File: src/rtl/vpu_tile_sched_pkg.sv
// Shared types and constants for the tiled matrix-multiply sequencer.
// The default matrix and tile sizes come from the system configuration macros.
`ifndef ROW_M
`define ROW_M 8
`endif
`ifndef ROW_A
`define ROW_A 4
`endif

package vpu_pkg;

  localparam int M_DIM_DEF = `ROW_M;
  localparam int TILE_STEP = `ROW_A;

  localparam logic SEL_A = 1'b0;
  localparam logic SEL_B = 1'b1;

  typedef enum logic [2:0] {
    IDLE,
    LOAD_A,
    LOAD_B,
    MAC_ISSUE,
    MAC_WAIT,
    STORE,
    DONE
  } state_e;

  // Index width for a given matrix edge; never narrower than one bit.
  function automatic int idx_w(input int m);
    return (m > 1) ? $clog2(m) : 1;
  endfunction

endpackage

File: src/rtl/vpu_tile_sched_counter.sv
// Nested i/j/k tile index counter stepping by the tile edge.
// Wrap is tested against the last tile origin before adding, so no value exceeds M-T.
module vpu_tile_counter
  import vpu_pkg::*;
#(
  parameter int M_DIM = M_DIM_DEF,
  parameter int T_DIM = TILE_STEP,
  parameter int IDX_W = idx_w(M_DIM)
) (
  input  logic             clk,
  input  logic             reset,
  input  logic             inc_k,
  input  logic             inc_ij,
  input  logic             clr,
  output logic [IDX_W-1:0] i,
  output logic [IDX_W-1:0] j,
  output logic [IDX_W-1:0] k,
  output logic             k_last,
  output logic             ij_last
);

  localparam logic [IDX_W-1:0] STEP = IDX_W'(T_DIM);
  localparam logic [IDX_W-1:0] LAST = IDX_W'(M_DIM - T_DIM);

  logic [IDX_W-1:0] i_q, i_d;
  logic [IDX_W-1:0] j_q, j_d;
  logic [IDX_W-1:0] k_q, k_d;

  always_comb begin
    i_d = i_q;
    j_d = j_q;
    k_d = k_q;
    if (clr) begin
      i_d = '0;
      j_d = '0;
      k_d = '0;
    end else if (inc_ij) begin
      k_d = '0;
      if (j_q != LAST) begin
        j_d = j_q + STEP;
      end else begin
        j_d = '0;
        if (i_q != LAST) i_d = i_q + STEP;
      end
    end else if (inc_k) begin
      k_d = k_q + STEP;
    end
  end

  always_ff @(posedge clk or posedge reset) begin
    if (reset) begin
      i_q <= '0;
      j_q <= '0;
      k_q <= '0;
    end else begin
      i_q <= i_d;
      j_q <= j_d;
      k_q <= k_d;
    end
  end

  assign i       = i_q;
  assign j       = j_q;
  assign k       = k_q;
  assign k_last  = (k_q == LAST);
  assign ij_last = (i_q == LAST) && (j_q == LAST);

endmodule

File: src/rtl/vpu_tile_sched.sv
// Handshaked sequencer walking C = A x B tile by tile: load A/B per k, MAC, then store C.
// Strobes and valids are registered from the next state; request fields follow the held indices.
module vpu_tile_sched
  import vpu_pkg::*;
#(
  parameter int M_DIM = M_DIM_DEF,
  parameter int T_DIM = TILE_STEP,
  parameter int IDX_W = idx_w(M_DIM)
) (
  input  logic             clk,
  input  logic             reset,
  input  logic             start,
  input  logic             abort,
  output logic             busy,
  output logic             done,
  output logic             ld_valid,
  output logic             ld_sel,
  output logic [IDX_W-1:0] ld_row,
  output logic [IDX_W-1:0] ld_col,
  input  logic             ld_ready,
  output logic             mac_start,
  output logic             acc_clr,
  input  logic             mac_done,
  output logic             st_valid,
  output logic [IDX_W-1:0] st_row,
  output logic [IDX_W-1:0] st_col,
  input  logic             st_ready
);

  state_e state_q, state_d;
  logic   busy_q, busy_d;
  logic   done_q, done_d;
  logic   ld_valid_q, ld_valid_d;
  logic   ld_sel_q, ld_sel_d;
  logic   mac_start_q, mac_start_d;
  logic   acc_clr_q, acc_clr_d;
  logic   st_valid_q, st_valid_d;

  logic             inc_k, inc_ij, clr;
  logic [IDX_W-1:0] i, j, k;
  logic             k_last, ij_last;

  vpu_tile_counter #(
    .M_DIM(M_DIM),
    .T_DIM(T_DIM),
    .IDX_W(IDX_W)
  ) u_cnt (
    .clk    (clk),
    .reset  (reset),
    .inc_k  (inc_k),
    .inc_ij (inc_ij),
    .clr    (clr),
    .i      (i),
    .j      (j),
    .k      (k),
    .k_last (k_last),
    .ij_last(ij_last)
  );

  always_comb begin
    state_d = state_q;
    inc_k   = 1'b0;
    inc_ij  = 1'b0;
    clr     = 1'b0;
    case (state_q)
      IDLE: begin
        if (start) begin
          state_d = LOAD_A;
          clr     = 1'b1;
        end
      end
      LOAD_A:    if (ld_valid_q && ld_ready) state_d = LOAD_B;
      LOAD_B:    if (ld_valid_q && ld_ready) state_d = MAC_ISSUE;
      MAC_ISSUE: state_d = MAC_WAIT;
      MAC_WAIT: begin
        if (mac_done) begin
          if (k_last) begin
            state_d = STORE;
          end else begin
            inc_k   = 1'b1;
            state_d = LOAD_A;
          end
        end
      end
      STORE: begin
        if (st_valid_q && st_ready) begin
          inc_ij  = 1'b1;
          state_d = ij_last ? DONE : LOAD_A;
        end
      end
      DONE: begin
        clr     = 1'b1;
        state_d = IDLE;
      end
      default: begin
        clr     = 1'b1;
        state_d = IDLE;
      end
    endcase
    // Cancel wins over any handshake completing in the same cycle.
    if (abort && (state_q != IDLE)) begin
      state_d = IDLE;
      clr     = 1'b1;
      inc_k   = 1'b0;
      inc_ij  = 1'b0;
    end
  end

  always_comb begin
    busy_d      = (state_d != IDLE);
    done_d      = (state_d == DONE);
    ld_valid_d  = (state_d == LOAD_A) || (state_d == LOAD_B);
    ld_sel_d    = (state_d == LOAD_B) ? SEL_B : SEL_A;
    mac_start_d = (state_d == MAC_ISSUE);
    acc_clr_d   = (state_d == MAC_ISSUE) && (k == '0);
    st_valid_d  = (state_d == STORE);
  end

  always_ff @(posedge clk or posedge reset) begin
    if (reset) begin
      state_q     <= IDLE;
      busy_q      <= 1'b0;
      done_q      <= 1'b0;
      ld_valid_q  <= 1'b0;
      ld_sel_q    <= SEL_A;
      mac_start_q <= 1'b0;
      acc_clr_q   <= 1'b0;
      st_valid_q  <= 1'b0;
    end else begin
      state_q     <= state_d;
      busy_q      <= busy_d;
      done_q      <= done_d;
      ld_valid_q  <= ld_valid_d;
      ld_sel_q    <= ld_sel_d;
      mac_start_q <= mac_start_d;
      acc_clr_q   <= acc_clr_d;
      st_valid_q  <= st_valid_d;
    end
  end

  assign busy      = busy_q;
  assign done      = done_q;
  assign ld_valid  = ld_valid_q;
  assign ld_sel    = ld_sel_q;
  assign ld_row    = (ld_sel_q == SEL_B) ? k : i;
  assign ld_col    = (ld_sel_q == SEL_B) ? j : k;
  assign mac_start = mac_start_q;
  assign acc_clr   = acc_clr_q;
  assign st_valid  = st_valid_q;
  assign st_row    = i;
  assign st_col    = j;

endmodule

File: config.mk
export PLATFORM = sky130hd
export DESIGN_NAME = vpu_tile_sched
export DESIGN_NICKNAME = d
export VERILOG_FILES = /design/src/rtl/vpu_tile_sched_pkg.sv /design/src/rtl/vpu_tile_sched_counter.sv /design/src/rtl/vpu_tile_sched.sv
export SDC_FILE = /design/constraint.sdc
export NUM_CORES = 1
export LEC_CHECK = 0
export ABC_AREA = 1
export CORE_ASPECT_RATIO = 0.8
export CORE_UTILIZATION = 45
export CTS_CLUSTER_SIZE = 14
export DETAILED_ROUTE_END_ITERATION = 8
export PLACE_DENSITY = 0.81
export SLEW_MARGIN = 10
export SYNTH_ARGS = -nofsm -noshare
export SYNTH_HDL_FRONTEND = slang
export SYNTH_SLANG_ARGS = --single-unit
File: constraint.sdc
create_clock -name clk -period 2.45 [get_ports clk]
set_input_delay 0.3675 -clock clk [delete_from_list [all_inputs] [get_ports clk]]
set_output_delay 0.3675 -clock clk [all_outputs]
set_load 0.005 [all_outputs]
==> impl_metrics.py <==
metrics = {
    "status": {
        "outcome": "finished, final reports clean",
    },
    "global_route": {
        "grt_usage": 0.174,
        "grt_pass1_wl_um": 2460,
        "grt_pass1_vias": 588,
        "antenna_found_initial": 0,
        "overflow": 0,
        "grt_start_max_net_pins": 14,
    },
    "critical_path": {
        "reg2reg_slack_ps": 1040,
        "cp_top_family": "buffers and inverters",
        "crit_path_end_kind": "output port",
        "crit_type": "reg2out",
        "critPathMaxStageDelay_ps": 540,
        "start_kind": "flop",
        "required_ps": 2080,
        "crit_path_top_delay_cell": "clkdlybuf4s50_1",
        "critPathArrivalTime_ps": 1450,
        "critical_path_buf_inv_count": 2,
        "crit_chain": "inv_1, o21ai_0, clkdlybuf4s50_1",
        "cp_max_fo": 4,
    },
    "die": {
        "coreArea_sq_mm": 0.00164,
        "start_util": 0.487,
        "ioPinCount": 26,
        "die_area_sq_mm": 0.00195,
        "fp.dieH_um": 39.7,
        "dieWidth_um": 49.1,
        "std_cell_rows": 13,
    },
    "flow_run": {
        "maxCapViolations": 0,
    },
    "yosys": {
        "synth_xor_area_frac": 0,
        "muxShareOfSynthArea": 0,
        "yosys.area_share.simple": 0.379,
        "yosysMostFrequentCell": "nand2_1",
        "synthesis.area_sq_um": 800,
        "yosys_most_used_dff": "dfrtp_1",
        "synth_compound_area_frac": 0.0501,
        "synth_top_family_by_area": "simple AND/OR/NAND/NOR gates",
        "synthTopCellsByCount": "15 x nand2_1, 14 x inv_1, 13 x dfrtp_1",
        "yosysUniqueCellTypes": 20,
        "synth.area.top_cells": "dfrtp_1 41%, buf_4 7.5%, nand2_1 7.0%",
        "synth_fa_ha_area_frac": 0,
        "synth_largest_area_cell": "dfrtp_1",
        "ys_warn_count": 0,
        "syn_area_per_cell_sq_um": 7.76,
        "synth_edf_count": 0,
        "synth_top_area_frac": 0.407,
        "seq_area_frac_synth": 0.407,
        "ys_ff_latch": 13,
        "synthArstFlopShare": 1.00,
        "synthCells": 103,
    },
    "layout": {
        "num_antenna_cells": 0,
        "finalNetCount": 131,
        "drive_gt1_frac": 0.228,
        "n_fill_cell": 146,
        "syn2layout_area_growth_pct": 23.9,
        "post-route-util": 0.603,
        "stdcell_area_sq_um": 991,
        "fin_cells": 145,
    },
    "power_and_ir_drop": {
        "swShare": 0.464,
        "pwr-share-comb": 0.554,
        "irDropWorstVdd_mv": 0.645,
        "leakage_nw": 0.516,
        "cellPowerDensity_mw_per_mm2": 1040,
        "switchingPower_w": 0.000480,
        "p_clk_frac": 0.125,
        "power_w": 0.00104,
        "seqPwrFrac": 0.320,
        "intPower_w": 0.000555,
    },
    "detailed_routing": {
        "drcViolationCount": 0,
        "num_vias": 687,
        "routed_wl_um": 1530,
        "wl_per_cell_um": 10.6,
        "final_antenna_net_count": 0,
        "drtIter0Drc": 9,
        "drt_first_pass_iters": 4,
        "avgViaCountPerCell": 4.74,
    },
    "placement": {
        "routabilityCongestion": 0.953,
        "hpwl_um": 1230,
        "post_dp_cell_area_sq_um": 963,
        "portBuffers": 17,
        "dp.cells": 141,
    },
    "sta": {
        "slew_viol_final": 0,
        "rsz0062_at_grt": "false",
        "hold_viol": 0,
        "post-route-min-period_ps": 1820,
        "clock.fmax_mhz": 549,
        "setup_viol": 0,
        "skew_ps": 13.9,
        "setup-tns-final_ps": 0,
        "finalCritPeriodShare": 0.743,
    },
    "clock_tree": {
        "ctsResizeCount": 0,
        "clock_latency_ps": 280,
        "cts_made_buffers": 3,
        "clock_sinks": 13,
        "cts_tree": "yes",
        "ctsLongestPathBuffers": 2,
        "h-tree-depth": 1,
        "cts_setup_buffers": 0,
        "clk_pin_slew_worst_paths_ps": 90,
        "root_buffer": "clkbuf_4",
        "hold_buffers": 0,
    },
    "min_path": {
        "hp-class": "in2async",
    },
}
logic make-up after synthesis:
kind of cell           Yosys count
other                            1
buffers and inverters           26
DFF                             13
AOI/OAI and AO/OA                7
and+or+nand+nor                 56
stage by stage:
stage	hold slack (ps)	setup slack, ps
floorplan	244	1250
global placement	437	742
detailed placement	441	652
CTS	409	611
global route	457	581
finish	387	629
layer usage:
metal / routed length (um) / GRT usage
met3: 139 / 0.0581
met2: 700 / 0.301
met1: 681 / 0.219
met4: 12 / 0.0221
met5: 0 / 0
path summary, 6_finish.rpt:
| kind | cells after the start | end | startpoint |
|---|---|---|---|
| max | 3 | ld_col[2] | u_cnt.k[2]$_DFFE_PP0P_ |
| min | 2 | ld_sel$_DFF_PP0_ | reset |
| max reg2reg | 10 | ld_valid$_DFF_PP0_ | state_q[1]$_DFF_PP0_ |
| min reg2reg | 1 | acc_clr$_DFF_PP0_ | u_cnt.k[2]$_DFFE_PP0P_ |
| max in group asynchronous | 2 | done$_DFF_PP0_ | reset |
| min in group clk | 1 | acc_clr$_DFF_PP0_ | u_cnt.k[2]$_DFFE_PP0P_ |
layout make-up:
class	count	area [sq um]	share of cell area
multi-input cells	71	373	0.376
flip-flops and latches	13	325	0.328
repair buffers	17	170	0.172
inverters	18	67.6	0.0682
well taps	22	27.5	0.0278
clock buffers	3	22.5	0.0227
clock inverters	1	5.00	0.00505
power groups by stage:
stage	combinational, W	sequential, W	clock (W)
after detailed placement	0.000570	0.000336	0
after floorplan	0.000412	0.000328	0
after global placement	0.000558	0.000333	0
after CTS	0.000575	0.000331	0.000133
after global routing	0.000647	0.000341	0.000142
final	0.000574	0.000332	0.000130
state kept, by name (all words and copies together), names as in the netlist:
register and count:
acc_clr 1, busy 1, done 1, ld_sel 1
ld_valid 1, mac_start 1, st_valid 1, state_q 3
u_cnt.i 1, u_cnt.j 1, u_cnt.k 1
placed cells by master (no fill, tap or decap), types with 8 or more instances in the layout:
cell type / Yosys / routed
clkdlybuf4s50_1: 0 / 17
conb_1: 1 / 8
dfrtp_1: 13 / 13
inv_1: 14 / 14
nand2_1: 15 / 15
nand2_2: 8 / 8
nand3_1: 8 / 8
nor2_1: 11 / 11
Power figures use the tool's default switching activity.
